**src/rtl/mux_scan.sv**
```systemverilog
// Registered N-channel, W-bit selector with manual select and round-robin auto-scan.
// Scan holds each channel for DWELL enabled cycles and flags the N-1 -> 0 wrap.
module mux_scan #(
  parameter int W     = 8,
  parameter int N     = 8,
  parameter int DWELL = 4,
  localparam int SW   = $clog2(N)
) (
  input  logic           clk,
  input  logic           rst_n,
  input  logic [N*W-1:0] in,
  input  logic [SW-1:0]  sel,
  input  logic           mode,
  input  logic           en,
  output logic [W-1:0]   y,
  output logic [SW-1:0]  ch,
  output logic           valid,
  output logic           wrap
);

  localparam int            DW    = (DWELL > 1) ? $clog2(DWELL) : 1;
  localparam logic [SW:0]   NUM   = (SW+1)'(N);
  localparam logic [SW-1:0] LAST  = SW'(N-1);
  localparam logic [DW-1:0] DLAST = DW'(DWELL-1);

  typedef enum logic {MANUAL, SCAN} state_t;

  state_t          state, state_p0;
  logic [DW-1:0]   dwell, dwell_p0;
  logic [W-1:0]    y_p0;
  logic [SW-1:0]   ch_p0;
  logic            valid_p0, wrap_p0;
  logic [W-1:0]    chan [N];

  for (genvar k = 0; k < N; k++) begin : g_chan
    assign chan[k] = in[k*W +: W];
  end

  // Stage p0: next-state and next-output selection
  always_comb begin
    state_p0 = state;
    dwell_p0 = dwell;
    ch_p0    = ch;
    y_p0     = y;
    valid_p0 = 1'b0;
    wrap_p0  = 1'b0;
    if (en) begin
      if (!mode) begin
        state_p0 = MANUAL;
        dwell_p0 = '0;
        if ({1'b0, sel} < NUM) begin
          y_p0     = chan[sel];
          ch_p0    = sel;
          valid_p0 = 1'b1;
        end else begin
          y_p0 = '0;
        end
      end else if (state == MANUAL) begin
        state_p0 = SCAN;
        dwell_p0 = '0;
        ch_p0    = '0;
        y_p0     = chan[0];
        valid_p0 = 1'b1;
      end else begin
        valid_p0 = 1'b1;
        if (dwell == DLAST) begin
          dwell_p0 = '0;
          if (ch == LAST) begin
            ch_p0   = '0;
            wrap_p0 = 1'b1;
          end else begin
            ch_p0 = ch + SW'(1);
          end
        end else begin
          dwell_p0 = dwell + DW'(1);
        end
        // ch only ever holds legal indices in scan, so this lookup is in range
        y_p0 = chan[ch_p0];
      end
    end
  end

  // Stage p1: output and state registers
  always_ff @(posedge clk or negedge rst_n) begin
    if (!rst_n) begin
      state <= MANUAL;
      dwell <= '0;
      ch    <= '0;
      y     <= '0;
      valid <= 1'b0;
      wrap  <= 1'b0;
    end else begin
      state <= state_p0;
      dwell <= dwell_p0;
      ch    <= ch_p0;
      y     <= y_p0;
      valid <= valid_p0;
      wrap  <= wrap_p0;
    end
  end

endmodule

```
**config.mk**
```make
export PLATFORM = sky130hd
export DESIGN_NAME = mux_scan
export DESIGN_NICKNAME = d
export VERILOG_FILES = /design/src/rtl/mux_scan.sv
export SDC_FILE = /design/constraint.sdc
export NUM_CORES = 1
export LEC_CHECK = 0
export ABC_AREA = 1
export BUFFER_PORTS_ARGS = -buffer_cell sky130_fd_sc_hd__buf_2
export CAP_MARGIN = 5
export CORE_MARGIN = 2
export CORE_UTILIZATION = 40
export CTS_CLUSTER_DIAMETER = 150
export CTS_CLUSTER_SIZE = 24
export DETAILED_ROUTE_END_ITERATION = 8
export MAX_ROUTING_LAYER = met4
export PLACE_DENSITY_LB_ADDON = 0.12
export SYNTH_ARGS = -nofsm -noshare
export SYNTH_HDL_FRONTEND = slang
export SYNTH_SLANG_ARGS = --single-unit
export TNS_END_PERCENT = 5
```
**constraint.sdc**
```tcl
create_clock -name clk -period 1.8 [get_ports clk]
set_clock_uncertainty 0.05 [all_clocks]
set_input_delay 0.09 -clock clk [delete_from_list [all_inputs] [get_ports clk]]
set_output_delay 0.09 -clock clk [all_outputs]
set_load 0.005 [all_outputs]
```
After elaboration in Yosys (flattened, before gate mapping)
Index checks and enable logic that the tools add are counted.

Output and inout port bits: 13. Flip-flop bits (word level): 16.

Add/sub/neg operators: 2. Eq/ne operators: 2. Bitwise operators: 2. Order comparisons: 2. Muxes and demuxes: 25.

Operator list (count): binary-select mux 8 bit (select 3 bit) (2); two-way mux 8 bit (6); two-way mux 3 bit (7); greater-or-equal comparator 4 bit, second input constant (2); NOT 3 -> 4 bit (2); two-way mux 1 bit (7); two-way mux 2 bit (3); adder 3 x 1 -> 3 bit, second input constant (1); equality test 3 bit, second input constant (1); adder 2 x 1 -> 2 bit, second input constant (1); equality test 2 bit, second input constant (1).

Depth between registers and ports, before layout
Gate-level depths: netlist (run 1).

Depth in word-level cells: 12. Mapped depth: 13.

Worst setup path before layout (run 1)
Ideal clock, no wire load.

Kind: register -> register. Start point: reg ch[0]. End point: reg y[2]. Library setup time: 0.117 ns. Cell stages (with the launch flop): 14. Period minus slack after synthesis: 1.824 ns. Data required time: 1.633 ns. Path buffers: 1. Slack: -0.024 ns. Data arrival time: 1.657 ns. Path through: dfrtp_1 -> ha_1 -> ha_1 -> nor2_2 -> nand2_4 -> nand2_4 -> buf_6 -> nand2_1 -> nand3_1 -> nand3_1 -> nand3_1 -> nand2_1 -> nand2_1 -> nand2_1.

Longest elaborated chain between the ends: 12.

Ends and longest elaborated chain: start, declared (line 16) `output logic [SW-1:0] ch,`; start signal, assigned (line 95) `ch <= ch_p0;`; adder 3 x 1 -> 3 bit or equality test 3 bit (tied branches) (line 72, 68); two-way mux 3 bit (line 68) `if (ch == LAST) begin`; two-way mux 3 bit (*) (line 66) `if (dwell == DLAST) begin`; two-way mux 3 bit (*) (line 58) `end else if (state == MANUAL) begin`; two-way mux 3 bit (*) (line 48) `if (!mode) begin`; two-way mux 3 bit (*) (line 47) `if (en) begin`; NOT 3 -> 4 bit (not written as such) (*) (line 78) `y_p0 = chan[ch_p0];`; binary-select mux 8 bit (select 3 bit) (*) (line 78); two-way mux 8 bit (not written as such) (*) (2 in a row) (line 78); two-way mux 8 bit (*) (line 58); two-way mux 8 bit (*) (line 48); end signal, assigned (line 96) `y <= y_p0;`; end, declared (line 15) `output logic [W-1:0] y,`.

Every way passes the cells marked *; elsewhere a longest branch is shown, timed or not. The select of a mux whose other input is x is not followed. A chain may end at the register's enable or synchronous reset.

Final worst setup path (run 1)
Start point: reg dwell[1]. End point: reg y[4].

Longest elaborated chain between the ends: 11.

Ends and longest elaborated chain: start, declared (line 29) `logic [DW-1:0] dwell, dwell_p0;`; start signal, assigned (line 94) `dwell <= dwell_p0;`; equality test 2 bit (line 66); two-way mux 3 bit (line 66); two-way mux 3 bit (line 58); two-way mux 3 bit (line 48); two-way mux 3 bit (line 47); NOT 3 -> 4 bit (not written as such) (line 78); binary-select mux 8 bit (select 3 bit) (line 78); two-way mux 8 bit (not written as such) (2 in a row) (line 78); two-way mux 8 bit (line 58); two-way mux 8 bit (line 48).

Every way passes these cells. The select of a mux whose other input is x is not followed.

==> metrics.md, run 1 <==
| Metric | Value |
|---|---|
| Status | complete, but fails checks |
| Failing checks | negative setup slack |
| Root Buffer | clkbuf_8 |
| H-tree Lvls | 1 |
| PwrDens | 523 nW/µm² |
| Vias | 2,995 |
| Final Hold Violating Endpoints | 0 |
| Vias in the first global route | 2,889 |
| Fmax | 0.544 GHz |
| CP max FO | 8 |
| Layout cell share with drive strength beyond 1 | 28.0% |
| CTS tree | done |
| Gpl congestion | 0.926 |
| Max Cap Violations | 0 |
| Syn nets | 487 |
| Mapped Area | 2310 µm² |
| Max Transition Viols Final | 0 |
| Fin crit share | 102% |
| Worst-skew pair later-pin latency | 250 ps |
| Row count | 27 |
| Synth Register Bits | 16 |
| ANT nets after route | 0 |
| Commonest non-fill, non-tap cell in the layout | nand2_1 |
| Area occupied by multi-input gates | 1550 µm² |
| Worst EP required | 1940 ps |
| Die X | 80.1 µm |
| Yosys cell types | 25 |
| Sink Count | 16 |
| IO Pins | 84 |
| Cell family with most CP delay | simple AND/OR/NAND/NOR gates |
| Post-synthesis sequential area ratio | 17.3% |
| Cell count after synthesis | 413 |
| HP Class | input pin to flip-flop |
| Final Non-Filler Cells | 575 |
| CP max-delay cell | dfrtp_1 |
| DRC errors left | 0 |
| Slowest stage delay, CP | 390 ps |
| Post-DP Area | 2830 µm² |
| Largest net degree at the start of global routing | 46 |
| Syn-to-layout area delta | 34.5% |
| Routed length per instance | 14.9 µm |
| Critical-path cell list | ha_2 > buf_12 > o21ai_4 > buf_12 > buf_8 > nand3_1 > nand3_1 > nand3_1 > nand2_1 > nand2_1 > nand2_1 |
| Final setup fails | 5 |
| Final nets | 578 |
| Yosys warnings | 0 |
| Fin area | 3110 µm² |
| Register area | 402 µm² |
| Buffers on Ports | 83 |
| # diodes | 0 |
| First-pass GRT wire length | 13.7 mm |
| Tightest Pin Transition | 502 ps |
| Clock slew at reported path FFs | 60 ps |
| Core ar. | 5540 µm² |
| Initial antenna violation count | 0 |
| DIE AREA | 6410 µm² |
| Clock Tree Buf Depth | 2 |
| Most frequent cells in the layout | nand2_1 (112), nand3_1 (102), buf_2 (83) |
| Total power | 1.63 mW |
| Peak supply drop | 0.000501 V |
| Worst EP arrival | 1980 ps |
| Dpl hpwl | 6.57 mm |
| CTS buffer count | 3 |
| Total global routing overflow | 0 |
| Rel. slew slack | 66.5% |
| Startpoint types | flip-flop |
| Final WS setup | -39.4 ps |
| Setup repair after global routing missed its margin | true |
| Initial Utilization | 41.8% |
| Top area cells in the synthesized netlist | nand3_1 (24%), nand2_1 (18%), dfrtp_1 (17%), inv_1 (13%), o211ai_1 (7.8%) |
| DRT iter0 DRCs | 224 |
| Layout Utilization | 56.2% |
| Buf/Inv on CP | 3 |
| Crit. End Element | flip-flop |
| Global-route usage over all layers | 28.0% |
| Placed insts | 564 |
| Die height | 80.1 µm |
| Area leader, netlist | nand3_1 |
| CP Class | flip-flop to flip-flop |
| Final Critical Period | 1840 ps |
| Syn avg cell area | 5.60 µm² |
| Pre-Repair DR Iteration Count | 5 |
| Synth top area share | 24.2% |
| Pleak | 1.80 nW |
| Vias/cell | 5.21 |
| Fillers | 626 |
| Smallest hold slack | 93.4 ps |
| Final wirelength | 8.58 mm |
area by class of cell:
cell class,count,share of cell area [%]
clock buffers,4,1.77
inverters,86,10.5
multi-input cells,290,49.6
flip-flops and latches,16,12.9
well taps,72,2.89
repair buffers,107,22.3
tightest hold or removal path: stages:
cell     delay (ps)
buf_2           110
nand2_1          80
o21ai_0          70
state kept, by name (all words and copies together), names as in the netlist:
signal,flops
state,1
y,8
ch,3
dwell,2
valid,1
wrap,1
report_power, final:
group	leakage, nW	internal, mW	switching [mW]
Sequential	0.195	0.402	0.0346
Combinational	1.57	0.372	0.499
Clock	0.0288	0.194	0.126
layer usage:
layer / wire (µm) / global-route usage [%]
met1: 3870 / 36.1
met4: 159 / 4.24
met5: 0 / -
met3: 431 / 3.26
met2: 4130 / 48.3
what timing repair did:
action,CTS,global route
endpoints found under the setup margin,8,8
endpoints found under the hold margin,16,0
hold buffers,1,0
resized for setup,27,7
cloned,1,0
pin swaps,7,2
setup buffers,4,1
cells by family (layout without fill, tap and decap cells):
group | after synthesis | count (layout) | synth area share (%)
simple gates | 238 | 238 | 46.8
buf+inv | 107 | 197 | 20.1
compound gates | 49 | 49 | 14.2
flops | 16 | 16 | 17.3
fa+ha+maj | 3 | 3 | 1.62
per-stage QoR:
stage,worst slack (ps),setup TNS (ps)
after floorplan,6.45,0
after global placement,-102,-556
after detailed placement,-129,-874
after CTS,0.523,0
after global routing,-118,-827
final,-39.4,-92.5
cell usage after synthesis:
master    number
nand2_1      114
nand3_1      112
inv_1         83
o211ai_1      24
dfrtp_1       16
a21oi_1       10
o21ai_0       10
buf_2          7
buf_4          6
buf_6          4
clkbuf_1       4
nand2_2        4
ha_1           3
nand2_4        3
clkinv_1       2
nand3_2        2
a211oi_1       1
a22oi_1        1
inv_4          1
nor2_1         1
nor2_2         1
nor3_1         1
o21ai_2        1
o21ai_4        1
o221ai_1       1
final timing paths:
path,from,to,slack [ps],depth (start not counted)
setup / recovery,dwell[1],y[4],-40,11
hold / removal,mode,state,90,3
setup reg to reg,dwell[1],y[4],-40,11
hold reg to reg,dwell[1],dwell[1],460,2
max in group asynchronous,rst_n,ch[0],1170,2
min in group asynchronous,rst_n,ch[1],250,2
Note: power is estimated with default switching activity, not from simulation.
==> run 2: changes to the inputs <==
- PLACE_DENSITY_LB_ADDON: 0.12 -> 0.2
==> run 2 against run 1 <==
Net effect:
- critical path depth down 1
- utilization grew 6.9 points
- maximum frequency decreased by 1.2%
- the run still ends with negative setup slack left
- die area unchanged
- largest cell class unchanged
- via count is 7.4% higher
- first-iteration DRC count up 42%
- sequential power about the same
==> metrics.md, run 2 (synthesis results as in run 1) <==
| Metric | Value |
|---|---|
| Clock share of power | 17.6% (was 19.7%) |
| Smallest hold slack | 82.0 ps (was 93.4 ps) |
| Sw frac | 42.6% (was 40.5%) |
| Comb pwr share | 57.9% (was 53.5%) |
| Pre-Repair DR Iteration Count | 7 (was 5) |
| Dpl hpwl | 6.42 mm (was 6.57 mm) |
| Peak supply drop | 0.000351 V (was 0.000501 V) |
| Cell family with most CP delay | simple AND/OR/NAND/NOR gates (unchanged) |
| Fin area | 3490 µm² (was 3110 µm²) |
| R2R depth | 10 (was 11) |
| Vias | 3,218 (was 2,995) |
| Tightest Pin Transition | 436 ps (was 502 ps) |
| Clock slew at reported path FFs | 60 ps (about the same) |
| Setup repair after global routing missed its margin | true (unchanged) |
| Commonest non-fill, non-tap cell in the layout | nand2_1 (unchanged) |
| Fin crit share | 103% (was 102%) |
| Worst EP required | 1890 ps (was 1940 ps) |
| Worst-skew pair later-pin latency | 250 ps (about the same) |
| Status | complete, but fails checks (unchanged) |
| Psw | 760 µW (was 660 µW) |
| Row count | 27 (unchanged) |
| # diodes | 0 (unchanged) |
| Vias/cell | 5.54 (was 5.21) |
| Layout Utilization | 63.1% (was 56.2%) |
| Die X | 80.1 µm (unchanged) |
| Max Cap Violations | 0 (unchanged) |
| Gpl congestion | 0.918 (was 0.926) |
| Fmax | 0.537 GHz (was 0.544 GHz) |
| CP max FO | 8 (unchanged) |
| Worst EP arrival | 1950 ps (was 1980 ps) |
| DRT iter0 DRCs | 317 (was 224) |
| Routed length per instance | 16.4 µm (was 14.9 µm) |
| Fillers | 559 (was 626) |
| Final Hold Violating Endpoints | 0 (unchanged) |
| Syn-to-layout area delta | 51.0% (was 34.5%) |
| Setup TNS | -333 ps (was -92.5 ps) |
| Sink Count | 16 (unchanged) |
| Post-DP Area | 2860 µm² (was 2830 µm²) |
| Core ar. | 5540 µm² (unchanged) |
| Cell mode on critical path | nand2_1 |
| First-pass GRT wire length | 14.1 mm (was 13.7 mm) |
| Final setup fails | 8 (was 5) |
| Pleak | 1.96 nW (was 1.80 nW) |
| Stages on the worst setup path | 10 (was 11) |
| CP Class | flip-flop to flip-flop (unchanged) |
| Slowest stage delay, CP | 420 ps (was 390 ps) |
| Initial Utilization | 41.8% (unchanged) |
| Final wirelength | 9.55 mm (was 8.58 mm) |
| Die height | 80.1 µm (unchanged) |
| Largest regs | y (8), ch (3), dwell (2) (unchanged) |
| CTS tree | done (unchanged) |
| Failing checks | negative setup slack (unchanged) |
| Max FFs per register | 8 (unchanged) |
| Top reg by flops | y (unchanged) |
| Placed insts | 568 (was 564) |
| Final nets | 584 (was 578) |
| Vias in the first global route | 2,986 (was 2,889) |
| Final WS setup | -61.8 ps (was -39.4 ps) |
| Global-route usage over all layers | 29.3% (was 28.0%) |
| P_int | 1.02 mW (was 968 µW) |
| CTS buffer count | 3 (unchanged) |
| CP max-delay cell | dfrtp_2 (was dfrtp_1) |
| Layout cell share with drive strength beyond 1 | 38.1% (was 28.0%) |
| DRC errors left | 0 (unchanged) |
| Buf/Inv on CP | 1 (was 3) |
| WHS Path Cells | 3 (unchanged) |
| Buffers on Ports | 83 (unchanged) |
| Clock Tree Buf Depth | 2 (unchanged) |
| ANT nets after route | 0 (unchanged) |
| HP Class | input pin to flip-flop (unchanged) |
| PwrDens | 511 nW/µm² (was 523 nW/µm²) |
| Largest net degree at the start of global routing | 66 (was 46) |
| Max Transition Viols Final | 0 (unchanged) |
| Seq pwr share | 24.5% (was 26.8%) |
| H-tree Lvls | 1 (unchanged) |
| Final Critical Period | 1860 ps (was 1840 ps) |
| IO Pins | 84 (unchanged) |
| DIE AREA | 6410 µm² (unchanged) |
| Crit. End Element | flip-flop (unchanged) |
| Root Buffer | clkbuf_8 (unchanged) |
| Total global routing overflow | 0 (unchanged) |
| Initial antenna violation count | 0 (unchanged) |
| Most frequent cells in the layout | nand2_1 (112), buf_2 (83), inv_1 (82) (was nand2_1 (112), nand3_1 (102), buf_2 (83)) |
| Rel. slew slack | 70.9% (was 66.5%) |
| Final Non-Filler Cells | 581 (was 575) |
| Critical-path cell list | ha_4 > ha_4 > nand2_1 > o21ai_2 > inv_1 > nand3_1 > nand3_1 > nand2_1 > nand2_1 > nand2_1 (was ha_2 > buf_12 > o21ai_4 > buf_12 > buf_8 > nand3_1 > nand3_1 > nand3_1 > nand2_1 > nand2_1 > nand2_1) |
| Startpoint types | flip-flop (unchanged) |
-- run 2: what timing repair did --
action	in CTS	in global routing
pin swaps	31	48
buffers inserted	0	2
resized for setup	40	49
hold buffers	1	0
setup endpoints to repair	8	8
cloned	3	3
hold endpoints to repair	16	0
-- run 2: cell type report --
type                    instances  area, µm²  area share (%)
clock buffers                   4       55.1            1.58
inverters                      86        330            9.45
multi-input cells             294       1890            54.2
flip-flops and latches         16        402            11.5
well taps                      72       90.1            2.58
repair buffers                109        723            20.7
-- run 2: power by group through the flow --
stage	combinational (mW)	clock [mW]	sequential [mW]
4_1_cts	0.861	0.319	0.436
3_3_place_gp	0.775	0	0.436
2_1_floorplan	0.478	0	0.438
6_report	1.03	0.313	0.437
3_5_place_dp	0.779	0	0.437
5_1_grt	1.12	0.344	0.440
-- run 2: tightest hold or removal path, delay by kind of cell --
kind | cells | cell delay (ps)
and+or+nand+nor | 1 | 60
buffers and inverters | 1 | 110
AOI/OAI and AO/OA | 1 | 70
-- run 2: stage by stage --
step           worst slack, ps  power (mW)
6_report                 -61.8        1.78
5_1_grt                   -150        1.90
4_1_cts                  -15.6        1.62
3_5_place_dp             -94.8        1.22
3_3_place_gp             -87.9        1.21
2_1_floorplan             6.45       0.916
-- run 2: worst paths after layout --
path	from	endpoint	slack [ps]
worst min-delay path	mode	state	80
worst max register to register	ch[0]	y[4]	-60
worst max-delay path	ch[0]	y[4]	-60
min in group asynchronous	rst_n	wrap	240
max in group asynchronous	rst_n	ch[0]	1160
worst min register to register	dwell[1]	dwell[1]	440
-- run 2: routing by layer --
metal  up-vias  part of all wire (%)  wire (µm)  global-route usage (%)
li1       1537                     -          -                       -
met1      1466                    40       3800                    36.4
met2       189                    48       4570                    49.1
met3        26                   9.4        897                    5.17
met4         0                   2.9        274                    8.47
met5         -                     0          0                       -
==> run 3: changes to the inputs <==
- ABC_AREA: 1 -> default
==> run 3 against run 2 <==
Net effect:
- the run still ends with negative setup slack left
- register-to-register slack worse by 110 ps
- highest routed layer unchanged
- area after synthesis rose by 9.1%
- maximum frequency shrank 5.4%
- critical path depth is 2 lower
- worst hold slack got worse by 49 ps
- synthesized cell count fell by 18%
- wire length grew 4.0%
- count of clock-buffer cells in the layout unchanged
- non-clock buffer count increased by 19
- clock power increased by 10%
- largest power group unchanged
- global-route usage shrank 1.6 points
==> metrics.md, run 3 <==
| Metric | Value |
|---|---|
| Status | complete, but fails checks (unchanged) |
| Failing checks | negative setup slack (unchanged) |
| Top area cells in the synthesized netlist | dfrtp_1 (16%), mux2i_1 (13%), o21a_1 (7.7%), o21ai_0 (7.1%), nor2_1 (6.4%) (was nand3_1 (24%), nand2_1 (18%), dfrtp_1 (17%), inv_1 (13%), o211ai_1 (7.8%)) |
| Final Hold Violating Endpoints | 0 (unchanged) |
| Startpoint types | flip-flop (unchanged) |
| Worst EP required | 1950 ps (was 1890 ps) |
| Synth async-reset ratio | 100% (unchanged) |
| Routed length per instance | 19.3 µm (was 16.4 µm) |
| Vias/cell | 6.20 (was 5.54) |
| Simple logic cell fraction of the synthesized area | 15.7% (was 46.8%) |
| Final wirelength | 9.93 mm (was 9.55 mm) |
| Yosys warnings | 0 (unchanged) |
| Pre-Repair DR Iteration Count | 5 (was 7) |
| Total global routing overflow | 0 (unchanged) |
| Setup TNS | -962 ps (was -333 ps) |
| Syn avg cell area | 7.47 µm² (was 5.60 µm²) |
| Buffers on Ports | 83 (unchanged) |
| Cell count after synthesis | 338 (was 413) |
| Peak supply drop | 0.000331 V (was 0.000351 V) |
| Placed insts | 504 (was 568) |
| Dpl ws | -188 ps (was -94.8 ps) |
| Fmax | 0.508 GHz (was 0.537 GHz) |
| Most frequent cells in the layout | buf_2 (83), nor2_1 (41), mux2i_1 (34) (was nand2_1 (112), buf_2 (83), inv_1 (82)) |
| Worst R2R End | y[7] (was y[4]) |
| Fillers | 553 (was 559) |
| ANT nets after route | 0 (unchanged) |
| Layout cell share with drive strength beyond 1 | 41.9% (was 38.1%) |
| Largest regs | y (8), ch (3), dwell (2) (unchanged) |
| Die X | 83.5 µm (was 80.1 µm) |
| Synth Flop Type | dfrtp_1 (unchanged) |
| Max Cap Violations | 0 (unchanged) |
| Yosys cell types | 49 (was 25) |
| DIE AREA | 6970 µm² (was 6410 µm²) |
| Final WS setup | -168 ps (was -61.8 ps) |
| Initial Utilization | 41.9% (was 41.8%) |
| CTS tree | done (unchanged) |
| Initial antenna violation count | 0 (unchanged) |
| Post-DP Area | 3220 µm² (was 2860 µm²) |
| Final setup fails | 9 (was 8) |
| Worst EP arrival | 2120 ps (was 1950 ps) |
| Final nets | 514 (was 584) |
| Smallest hold slack | 33.2 ps (was 82.0 ps) |
| Sink Count | 16 (unchanged) |
| Largest net degree at the start of global routing | 26 (was 66) |
| Fin crit share | 109% (was 103%) |
| Setup repair after global routing missed its margin | true (unchanged) |
| HP Class | input pin to flip-flop (unchanged) |
| Max Transition Viols Final | 0 (unchanged) |
| IO Pins | 84 (unchanged) |
| Row count | 28 (was 27) |
| Largest family of logic cells by synthesized area | compound AO/OA/AOI/OAI gates (was simple AND/OR/NAND/NOR gates) |
| CP Class | flip-flop to flip-flop (unchanged) |
| FF-to-FF setup slack | -170 ps (was -60 ps) |
| Top reg by flops | y (unchanged) |
| Clock slew at reported path FFs | 80 ps (was 60 ps) |
| Root Buffer | clkbuf_8 (unchanged) |
| Die height | 83.5 µm (was 80.1 µm) |
| R2R depth | 8 (was 10) |
| Syn-to-layout area delta | 42.5% (was 51.0%) |
| Gpl congestion | 0.890 (was 0.918) |
| CP max FO | 7 (was 8) |
| DRC errors left | 0 (unchanged) |
| Clock Tree Buf Depth | 2 (unchanged) |
| Worst r2r src | ch[1] (was ch[0]) |
| Commonest cells post-synth | nor2_1 (43), o21ai_0 (36), mux2i_1 (34) (was nand2_1 (114), nand3_1 (112), inv_1 (83)) |
| Mux cell area share after synthesis | 14.4% (was 0%) |
| Crit. End Element | flip-flop (unchanged) |
| Rel. slew slack | 69.8% (was 70.9%) |
| First-pass GRT wire length | 15.4 mm (was 14.1 mm) |
| Layout Utilization | 59.8% (was 63.1%) |
| Hold EP | valid (was state) |
| Area occupied by multi-input gates | 2170 µm² (was 1890 µm²) |
| Commonest non-fill, non-tap cell in the layout | buf_2 (was nand2_1) |
| Hold wc startpoint | en (was mode) |
| Final Critical Period | 1970 ps (was 1860 ps) |
| DRT iter0 DRCs | 369 (was 317) |
| Final Non-Filler Cells | 514 (was 581) |
| Xor and xnor fraction of the mapped netlist area | 0% (unchanged) |
| Syn nets | 412 (was 487) |
| Number of flops mapped to enable cells by yosys | 0 (unchanged) |
| Fin area | 3600 µm² (was 3490 µm²) |
| Tightest Pin Transition | 452 ps (was 436 ps) |
| Compound-Gate Fraction of Synth Area | 44.2% (was 14.2%) |
| Area leader, netlist | dfrtp_1 (was nand3_1) |
| Post-synthesis sequential area ratio | 15.8% (was 17.3%) |
| Core ar. | 6030 µm² (was 5540 µm²) |
| CTS buffer count | 3 (unchanged) |
| Worst-skew pair later-pin latency | 250 ps (about the same) |
| Pleak | 1.58 nW (was 1.96 nW) |
| # diodes | 0 (unchanged) |
| H-tree Lvls | 1 (unchanged) |
| Count leader, synth | nor2_1 (was nand2_1) |
| PwrDens | 544 nW/µm² (was 511 nW/µm²) |
| Dpl hpwl | 7.04 mm (was 6.42 mm) |
| Synth Area in Adders | 1.49% (was 1.62%) |
| Synth Register Bits | 16 (unchanged) |
| Register area | 402 µm² (unchanged) |
| Vias | 3,188 (was 3,218) |
| Global-route usage over all layers | 27.7% (was 29.3%) |
| Vias in the first global route | 2,977 (was 2,986) |
| Max FFs per register | 8 (unchanged) |
| Synth top area share | 15.8% (was 24.2%) |
| WHS Path Cells | 1 (was 3) |
| Total power | 1.96 mW (was 1.78 mW) |
| Mapped Area | 2530 µm² (was 2310 µm²) |
[run 3: area by class of cell]
cell class | instances | share of cell area [%]
repair buffers | 128 | 23.7
multi-input cells | 284 | 60.3
clock buffers | 4 | 1.53
well taps | 75 | 2.61
inverters | 7 | 0.730
flip-flops and latches | 16 | 11.2
[run 3: metal layers]
| metal | share of wire (%) | global-route usage (%) |
|---|---|---|
| met2 | 46 | 44.1 |
| met3 | 7.9 | 2.08 |
| met1 | 45 | 39.1 |
| met5 | 0 | - |
| met4 | 1.2 | 5.28 |
[run 3: cell families (layout without fill, tap and decap cells)]
logic type      count (synthesis)  after routing
buf+inv                        38            139
simple gates                   87             87
fa+ha+maj                       3              3
mux                            36             36
compound gates                158            158
flops                          16             16
[run 3: report_power, final]
part | internal, mW | switching, mW | total, mW
clock | 0.195 | 0.150 | 0.345
sequential | 0.404 | 0.0305 | 0.434
combinational | 0.549 | 0.633 | 1.18
[run 3: how the worst max path moves through the flow]
stage	startpoint	endpoint	slack, ps
global route	dwell[0]	y[7]	-200
floorplan	ch[1]	y[0]	-120
global placement	dwell[0]	y[7]	-180
CTS	ch[0]	y[7]	-100
detailed placement	dwell[0]	y[2]	-190
finish	ch[1]	y[7]	-170
[run 3: critical path, cell delays in order (launching register included)]
cell and delay, ps:
dfrtp_2 430, ha_4 170, ha_4 220, buf_4 140, a32oi_2 240, buf_6 170
nor2_1 60, o22ai_2 240, a31o_1 180
[run 3: repair_timing]
item | 4_1_cts | 5_1_grt
gates resized for setup | 29 | 24
buffers inserted | 4 | 1
cloned | 0 | 0
hold buffers | 1 | 0
pin swaps | 16 | 9
setup endpoints to repair | 10 | 10
endpoints found under the hold margin | 16 | 0
